### src/rtl/alu_result_streamer.sv
// alu_result_streamer: snapshots a flat result matrix on start and streams its elements out over valid/ready
module alu_result_streamer #(
  parameter int ELEM_W  = 8,
  parameter int N_ELEMS = 25,
  parameter int IDX_W   = 5
) (
  input  logic                      clk,
  input  logic                      rst,
  input  logic                      start,
  input  logic [ELEM_W*N_ELEMS-1:0] C_flat,
  input  logic                      overflow_flag,
  output logic [ELEM_W-1:0]         out_data,
  output logic [IDX_W-1:0]          out_index,
  output logic                      out_valid,
  input  logic                      out_ready,
  output logic                      out_last,
  output logic                      busy,
  output logic                      done,
  output logic                      ovf_latched
);
  localparam logic [1:0] IDLE = 2'd0, STREAM = 2'd1, DONE = 2'd2;
  logic [1:0] state;
  logic [ELEM_W*N_ELEMS-1:0] shadow;
  logic [IDX_W-1:0] idx;
  logic at_end;
  assign at_end    = idx == IDX_W'(N_ELEMS - 1);
  assign out_valid = state == STREAM;
  assign out_data  = out_valid ? shadow[idx*ELEM_W +: ELEM_W] : '0;
  assign out_index = out_valid ? idx : '0;
  assign out_last  = out_valid && at_end;
  assign busy      = state != IDLE;
  assign done      = state == DONE;
  always_ff @(posedge clk or posedge rst)
    if (rst) begin
      state       <= IDLE;
      shadow      <= '0;
      idx         <= '0;
      ovf_latched <= 1'b0;
    end else if (state == IDLE) begin
      if (start) begin
        shadow      <= C_flat;
        ovf_latched <= overflow_flag;
        idx         <= '0;
        state       <= STREAM;
      end
    end else if (state == STREAM) begin
      if (out_ready) begin
        if (at_end) state <= DONE;
        else idx <= idx + IDX_W'(1);
      end
    end else begin
      state <= IDLE;
    end
endmodule
### config.mk
export PLATFORM = sky130hd
export DESIGN_NAME = alu_result_streamer
export DESIGN_NICKNAME = d
export VERILOG_FILES = /design/src/rtl/alu_result_streamer.sv
export SDC_FILE = /design/constraint.sdc
export NUM_CORES = 1
export LEC_CHECK = 0
export ABC_CLOCK_PERIOD_IN_PS = 9510
export CORE_UTILIZATION = 50
export CTS_CLUSTER_SIZE = 40
export DETAILED_ROUTE_END_ITERATION = 10
export PLACE_DENSITY_LB_ADDON = 0.1
export SLEW_MARGIN = 40
export SYNTH_ARGS = -nofsm -noshare
export SYNTH_HDL_FRONTEND = slang
export SYNTH_SLANG_ARGS = --single-unit
### constraint.sdc
create_clock -name clk -period 9.51 [get_ports clk]
set_input_delay 1.902 -clock clk [delete_from_list [all_inputs] [get_ports clk]]
set_output_delay 1.902 -clock clk [all_outputs]
set_load 0.01 [all_outputs]
# == After elaboration in Yosys (flattened, before gate mapping) ==
# Index checks and enable logic that the tools add are counted.
# totals
register_bits,208
latchBits,0
ramBits,0
romBits,0
inputBits,205
out_inout_bits,18
wordCells,33
n_memories,0
# classes
n_addsub,1
multipliers,0
div_mod_pow,0
order_cmp,0
eq_ne,7
n_shift,1
mux,12
bitwise,0
reduce_logical,8
# op_table
cell,count
$shiftx A200 B9 Y8,1
$mux W5,6
$mux W2,5
$mux W8,1
$ne A3 B1 Y1 const B,2
$reduce_bool A2 Y1,3
$add A5 B1 Y5 const B,1
$eq A5 B5 Y1 const B,1
$reduce_and A4 Y1,1
$reduce_and A3 Y1,1
$eq A2 B1 Y1 const B,1
$eq A2 B2 Y1 const B,1
$logic_not A2 Y1,1
$ne A2 B1 Y1 const B,1
$ne A2 B2 Y1 const B,1
$reduce_and A2 Y1,1
$logic_and A1 B1 Y1,1

# == Depth between registers and ports, before layout ==
# Gate-level depths: netlist of run 1.
# depth
depth_word,5
mapped_depth,9
depth_no_buf,6

# == Worst setup path before layout of run 1 ==
# No wires, ideal clock.
# synth_timing
path_type,register to output
start,reg idx[1]
end,out out_last
t_arrival_ns,1.724
t_required_ns,7.608
setup_slack_ns,5.884
path_stages_with_launch,8
path_buffers,3
path_cell_list,dfrtp_1 buf_2 buf_2 buf_2 inv_2 ha_1 nand4b_1 nor3b_1
# synth_between
elab_chain_len,2
# synth_rtl
element,line_no,rtl
from (decl),24,logic [IDX_W-1:0] idx;
from (signal assigned),49,else idx <= idx + IDX_W'(1);
$eq A5 B5 Y1,26,assign at_end = idx == IDX_W'(N_ELEMS - 1);
$logic_and A1 B1 Y1,30,assign out_last = out_valid && at_end;
to (decl),16,"output logic out_last,"
# No other way between the ends.

# == Worst setup path in the final report of run 1 ==
# layout_timing
start,reg idx[0]
end,out out_data[4]
# layout_between
elab_chain_len,2
# layout_rtl
element,line_no,rtl
$shiftx A200 B9 Y8,28,assign out_data = out_valid ? shadow[idx*ELEM_W +: ELEM_W] : '0;
$mux W8,28,
to (decl),12,"output logic [ELEM_W-1:0] out_data,"
# No other way between the ends.

==> qor.yml, run 1 <==
synth-seq-cells: 208
dieWidth_um: 140
drive_above_1_share_pct: 7.54
grt_pass1_wl_um: 39700
htreeDepth: 1
drt_first_pass_iters: 6
async_flop_share_pct: 100
fin_skew_ns: 0.0102
yosys.area.top_type: "dfrtp_1"
maxCapViolCount: 0
final-setup-viol-count: 0
drv_slew: 0
diodes: 0
numCtsBuffers: 23
status: "finished clean"
place_congestion: 0.790
yosysTopAreaCellShare_pct: 54.5
drc: 0
yosys_warnings: 0
ctsResizeCount: 0
clk_pin_slew_worst_paths_ns: 0.06
grt_pass1_vias: 7532
synth_common_cells: "609 x nand2_1, 208 x dfrtp_1, 40 x mux4_2"
nets: 1425
overflow: 0
clkSinkCount: 208
die_y_um: 140
areaGrowthSynthToFinish_pct: 32.5
io_pins: 223
timing.hold.ws_ns: 0.471
drtIter0Drc: 546
antenna_found_initial: 0
hpwl_um: 16800
p_leak_nw: 6.21
cts_tree: "yes"
total_power_mw: 3.35
crit_fanout: 28
ant_nets: 0
rows: 50
finalHoldViolCount: 0
vias: 7609
rsz0062_at_grt: "false"
synth.most_common_cell: "nand2_1"
core_um2: 18700
stdcell_count: 1468
ys_types: 32
fin_ws_ns: 4.22
avgSynthCellArea_um2: 9.29
cts.hold.buffers_added: 0
synth_area_um2: 9540
dp_cells: 1426
ys.flop_type: "dfrtp_1"
grt_max_degree: 134
critPathCaptureType: "output pin"
relSlewSlack_pct: 47.2
final.setup.tns_ns: 0
vias_per_cell: 5.18
ys_seq_area_share_pct: 54.5
pre_cts_ws_ns: 4.74
synth_edf_count: 0
clk_latency_ns: 0.51
port_buffers: 222
fin_crit_sh_pct: 55.6
cp.arrival_ns: 3.39
criticalPathCategory: "reg2out"
hold_path_class: "reg2reg"
ir_drop_uv: 142
grt_usage_pct: 26.0
post-route-min-period_ns: 5.29
post_cts_buffers: 0
synth_area_leaders: "dfrtp_1 55%, nand2_1 24%, mux4_2 9.4%, mux2i_1 2.6%, buf_2 1.3%"
dieArea_um2: 19600
cts_buffer_depth: 3
worst_setup_path_start_kind: "flip-flop"
tightest_slew_ns: 0.792
synth_cells: 1027
fill_cells: 1463
max_freq_mhz: 189
cts-root-buf: "clkbuf_16"
start_util_pct: 51.0
syn_nets: 1234
wl_um: 24900
crit_required_ns: 7.61
power.density_nw_per_um2: 265
wl_per_cell_um: 16.9
## routing by layer
metal | routed length, um | up-vias | global-route usage, %
met1 | 11300 | 3636 | 38.7
met3 | 1560 | 39 | 3.83
met5 | 0 | - | 0
met4 | 614 | 0 | 7.98
met2 | 11400 | 254 | 39.7
li1 | - | 3680 | -
## layout by cell type (no fill, tap or decap), types with 2 or more instances in the layout
cell               n
a221o_1            8
a22oi_1            7
a2bb2oi_1          8
and2_1             6
buf_12             3
buf_6              2
bufinv_16          2
clkbuf_1           2
clkbuf_16         23
clkbuf_8           7
clkdlybuf4s50_1  222
clkinv_2           7
dfrtp_1          206
dfrtp_4            2
ha_1               2
inv_1              5
mux2i_1           25
mux4_2            40
nand2_1          608
nand3_1            3
nand4_1            2
nor2_1            15
nor2b_1            3
o21ai_0            4
o221ai_1           7
xor2_1             2
## kinds of logic (layout without fill, tap and decap cells)
logic type	after synthesis	in the layout	share of synthesized area [%]
compound gates	35	35	3.07
simple gates	644	644	26.1
xor+xnor	3	3	0.275
mux	65	65	12.1
fa+ha+maj	2	2	0.262
buf+inv	70	277	3.67
flops	208	208	54.5
## stage by stage
stage / instance area [um2] / util [%]
2_1_floorplan: 9540 / -
3_3_place_gp: 11800 / 63.0
3_5_place_dp: 11900 / 63.4
4_1_cts: 12600 / 67.5
5_1_grt: 12600 / 67.6
6_report: 12600 / 67.6
## final cells by class
cell class                 count  area (um2)  area share [%]
tap                          234         293            2.32
timing repair buffer         229        2330            18.4
multi-input combinational    749        4010            31.7
clock buffer                  31         666            5.26
sequential                   208        5210            41.2
clock inverter                10         104           0.821
inverter                       7        38.8           0.307
## worst max-delay path: stages (launching register included)
cell             delay (ns)
dfrtp_4                0.65
buf_12                 0.24
buf_12                 0.24
mux4_2                 0.52
nor2_1                 0.10
a2bb2oi_1              0.32
o221ai_1               0.25
clkdlybuf4s50_1        0.53
## flip-flops by register name (all words and copies together), names as in the netlist
name         cells
idx              5
ovf_latched      1
state            2
shadow         200
## power by group
group          switching [mW]  internal, mW  total [mW]  leakage (nW)
logic                   0.495         0.562        1.06          3.23
clock network           0.356         0.544       0.899         0.389
registers               0.220          1.18        1.40          2.59
## path summary, 6_finish.rpt
kind | slack [ns] | to | cells after the start | start
setup / recovery | 4.22 | out_data[4] | 7 | idx[0]$_DFFE_PP0P_
hold / removal | 0.47 | shadow[89]$_DFFE_PP0P_ | 2 | shadow[89]$_DFFE_PP0P_
setup reg to reg | 7.22 | shadow[12]$_DFFE_PP0P_ | 5 | state[1]$_DFFE_PP0P_
hold reg to reg | 0.47 | shadow[89]$_DFFE_PP0P_ | 2 | shadow[89]$_DFFE_PP0P_
max in group asynchronous | 6.38 | shadow[127]$_DFFE_PP0P_ | 3 | rst
min in group asynchronous | 1.93 | shadow[50]$_DFFE_PP0P_ | 2 | rst
Power figures use the tool's default switching activity.
==> inputs of run 2 (changes only) <==
--- a/config.mk
+++ b/config.mk
@@ -5,7 +5,7 @@
 export SDC_FILE = /design/constraint.sdc
 export NUM_CORES = 1
 export LEC_CHECK = 0
-export ABC_CLOCK_PERIOD_IN_PS = 9510
+export ABC_CLOCK_PERIOD_IN_PS = 5100
 export CORE_UTILIZATION = 50
 export CTS_CLUSTER_SIZE = 40
 export DETAILED_ROUTE_END_ITERATION = 10
==> constraint.sdc (replaced) <==
create_clock -name clk -period 5.1 [get_ports clk]
set_input_delay 1.02 -clock clk [delete_from_list [all_inputs] [get_ports clk]]
set_output_delay 1.02 -clock clk [all_outputs]
set_load 0.01 [all_outputs]
==> run 2 against run 1 <==
Effect of this change: combinational power rose by 82%; sequential power up 91%; final area shrank 0.48%; utilization shrank 0.32 points; register-to-register slack worse by 4.4 ns; clock-buffer cell count decreased by 6; total power increased by 83%; final cell count grew 0.20%; global-route usage is 1.6 points higher; worst setup slack got worse by 3.5 ns; via count increased by 0.46%; first-iteration DRC count increased by 13%; critical endpoint is now out_data[3]; largest power group unchanged; highest routed layer unchanged.
==> qor.yml, run 2 (synthesis gave the netlist of run 1 again) <==
cts_buffer_depth: 3
drc: 0
grt_pass1_vias: 7587
place_congestion: 0.858
hold_path_class: "reg2reg"
htreeDepth: 1
port_buffers: 222
status: "finished clean"
cp.arrival_ns: 3.37
overflow: 0
final-setup-viol-count: 0
antenna_found_initial: 0
ir_drop_uv: 235
clk_latency_ns: 0.51
criticalPathCategory: "reg2out"
drv_slew: 0
ctsResizeCount: 0
nets: 1428
tightest_slew_ns: 0.797
rsz0062_at_grt: "false"
p_sw_mw: 2.05
fin_crit_sh_pct: 86.2
cts.hold.buffers_added: 0
cts_tree: "yes"
p_leak_nw: 6.18
numCtsBuffers: 22
worst_setup_path_start_kind: "flip-flop"
start_util_pct: 51.0
power.density_nw_per_um2: 487
clkPwrFrac_pct: 24.7
crit_fanout: 28
final_area_um2: 12600
relSlewSlack_pct: 46.9
wl_per_cell_um: 17.8
clkSinkCount: 208
timing.hold.ws_ns: 0.474
postPlaceCellArea_um2: 11900
clk_pin_slew_worst_paths_ns: 0.06
crit_chain: "buf_16 > buf_12 > mux4_2 > nor2_1 > a2bb2oi_1 > o221ai_1 > clkdlybuf4s50_1"
maxCapViolCount: 0
max_stage_delay_ns: 0.64
drive_above_1_share_pct: 7.84
final_cell_mix: "608 x nand2_1, 222 x clkdlybuf4s50_1, 206 x dfrtp_1"
cp_slowest_cell: "dfrtp_4"
grt_pass1_wl_um: 41700
post-route-min-period_ns: 4.39
post_cts_buffers: 0
top_register: "shadow"
dieWidth_um: 140
cts-root-buf: "clkbuf_16"
largest_reg_flops: 200
dieArea_um2: 19600
diodes: 0
vias_per_cell: 5.20
power.internal_mw: 4.08
drtIter0Drc: 615
hpwl_um: 18700
seqPwrFrac_pct: 43.8
ant_nets: 0
p_comb_share_pct: 31.6
areaGrowthSynthToFinish_pct: 31.9
max_freq_mhz: 228
fin_skew_ns: 0.00961
die_y_um: 140
grt_max_degree: 133
finalHoldViolCount: 0
crit_required_ns: 4.08
critPathCaptureType: "output pin"
grt_usage_pct: 27.6
vias: 7644
reg.largest.list: "shadow (200), idx (5), state (2)"
layout_commonest_cell: "nand2_1"
final.setup.tns_ns: 0
switching_share_pct: 33.4
io_pins: 223
wl_um: 26200
core_um2: 18700
rows: 50
drt_first_pass_iters: 5
-- run 2: cell types whose count changed in the layout (fill, tap and decap cells not counted), moves of 2 or more --
cell | previous run | this run
buf_4 | 1 | 6
clkinvlp_4 | 0 | 6
clkbuf_8 | 7 | 1
buf_6 | 2 | 0
bufinv_16 | 2 | 0
clkinv_2 | 7 | 10
-- run 2: layout make-up --
cell class | count | area, um2
clock buffer | 25 | 593
clock inverter | 15 | 87.6
fill | 1478 | 6120
inverter | 7 | 30.0
multi-input combinational | 749 | 4000
sequential | 208 | 5210
tap | 234 | 293
timing repair buffer | 233 | 2370
-- run 2: critical path, delay by kind of cell, from the launching register on --
family          cells  cell delay (ns)
buf+inv             3             1.00
mux                 1             0.54
compound gates      2             0.58
simple gates        1             0.11
flops               1             0.64
-- run 2: metrics by stage --
step	std cells	power (mW)	worst slack (ns)	util [%]
finish	1471	6.13	0.706	67.3
global route	1471	6.46	0.535	67.3
CTS	1471	6.15	0.696	67.3
detailed placement	1431	4.61	1.24	63.6
global placement	1428	4.53	1.19	63.3
floorplan	1027	3.80	1.38	-
-- run 2: final timing paths --
path | end | depth (start not counted) | slack (ns) | startpoint
max in group asynchronous | shadow[147]$_DFFE_PP0P_ | 4 | 3.26 | rst
max reg2reg | shadow[192]$_DFFE_PP0P_ | 5 | 2.77 | state[1]$_DFFE_PP0P_
min reg2reg | shadow[131]$_DFFE_PP0P_ | 2 | 0.47 | shadow[131]$_DFFE_PP0P_
min in group asynchronous | shadow[26]$_DFFE_PP0P_ | 2 | 0.85 | rst
min | shadow[131]$_DFFE_PP0P_ | 2 | 0.47 | shadow[131]$_DFFE_PP0P_
max | out_data[3] | 7 | 0.71 | idx[0]$_DFFE_PP0P_
-- run 2: per-layer routing --
layer  share of wire (%)  track usage [%]  up-vias
li1                    -                -     3677
met2                  45             41.8      281
met1                  45             40.2     3638
met5                   0                0        -
met3                 7.1             5.68       48
met4                 2.7             8.85        0
-- run 2: power groups by stage --
stage	logic [mW]	registers, mW	clock network, mW
after floorplan	1.39	2.41	0
after global placement	1.79	2.74	0
after detailed placement	1.93	2.68	0
after CTS	1.95	2.67	1.53
after global routing	2.12	2.74	1.59
final	1.93	2.68	1.51
==> inputs of run 3 (changes only) <==
--- a/config.mk
+++ b/config.mk
@@ -10,6 +10,7 @@
 export CTS_CLUSTER_SIZE = 40
 export DETAILED_ROUTE_END_ITERATION = 10
 export PLACE_DENSITY_LB_ADDON = 0.1
+export SKIP_LAST_GASP = 1
 export SLEW_MARGIN = 40
 export SYNTH_ARGS = -nofsm -noshare
 export SYNTH_HDL_FRONTEND = slang
==> results of run 3 <==
Same layout as run 2: the final DEF is identical, and so are final timing and power.
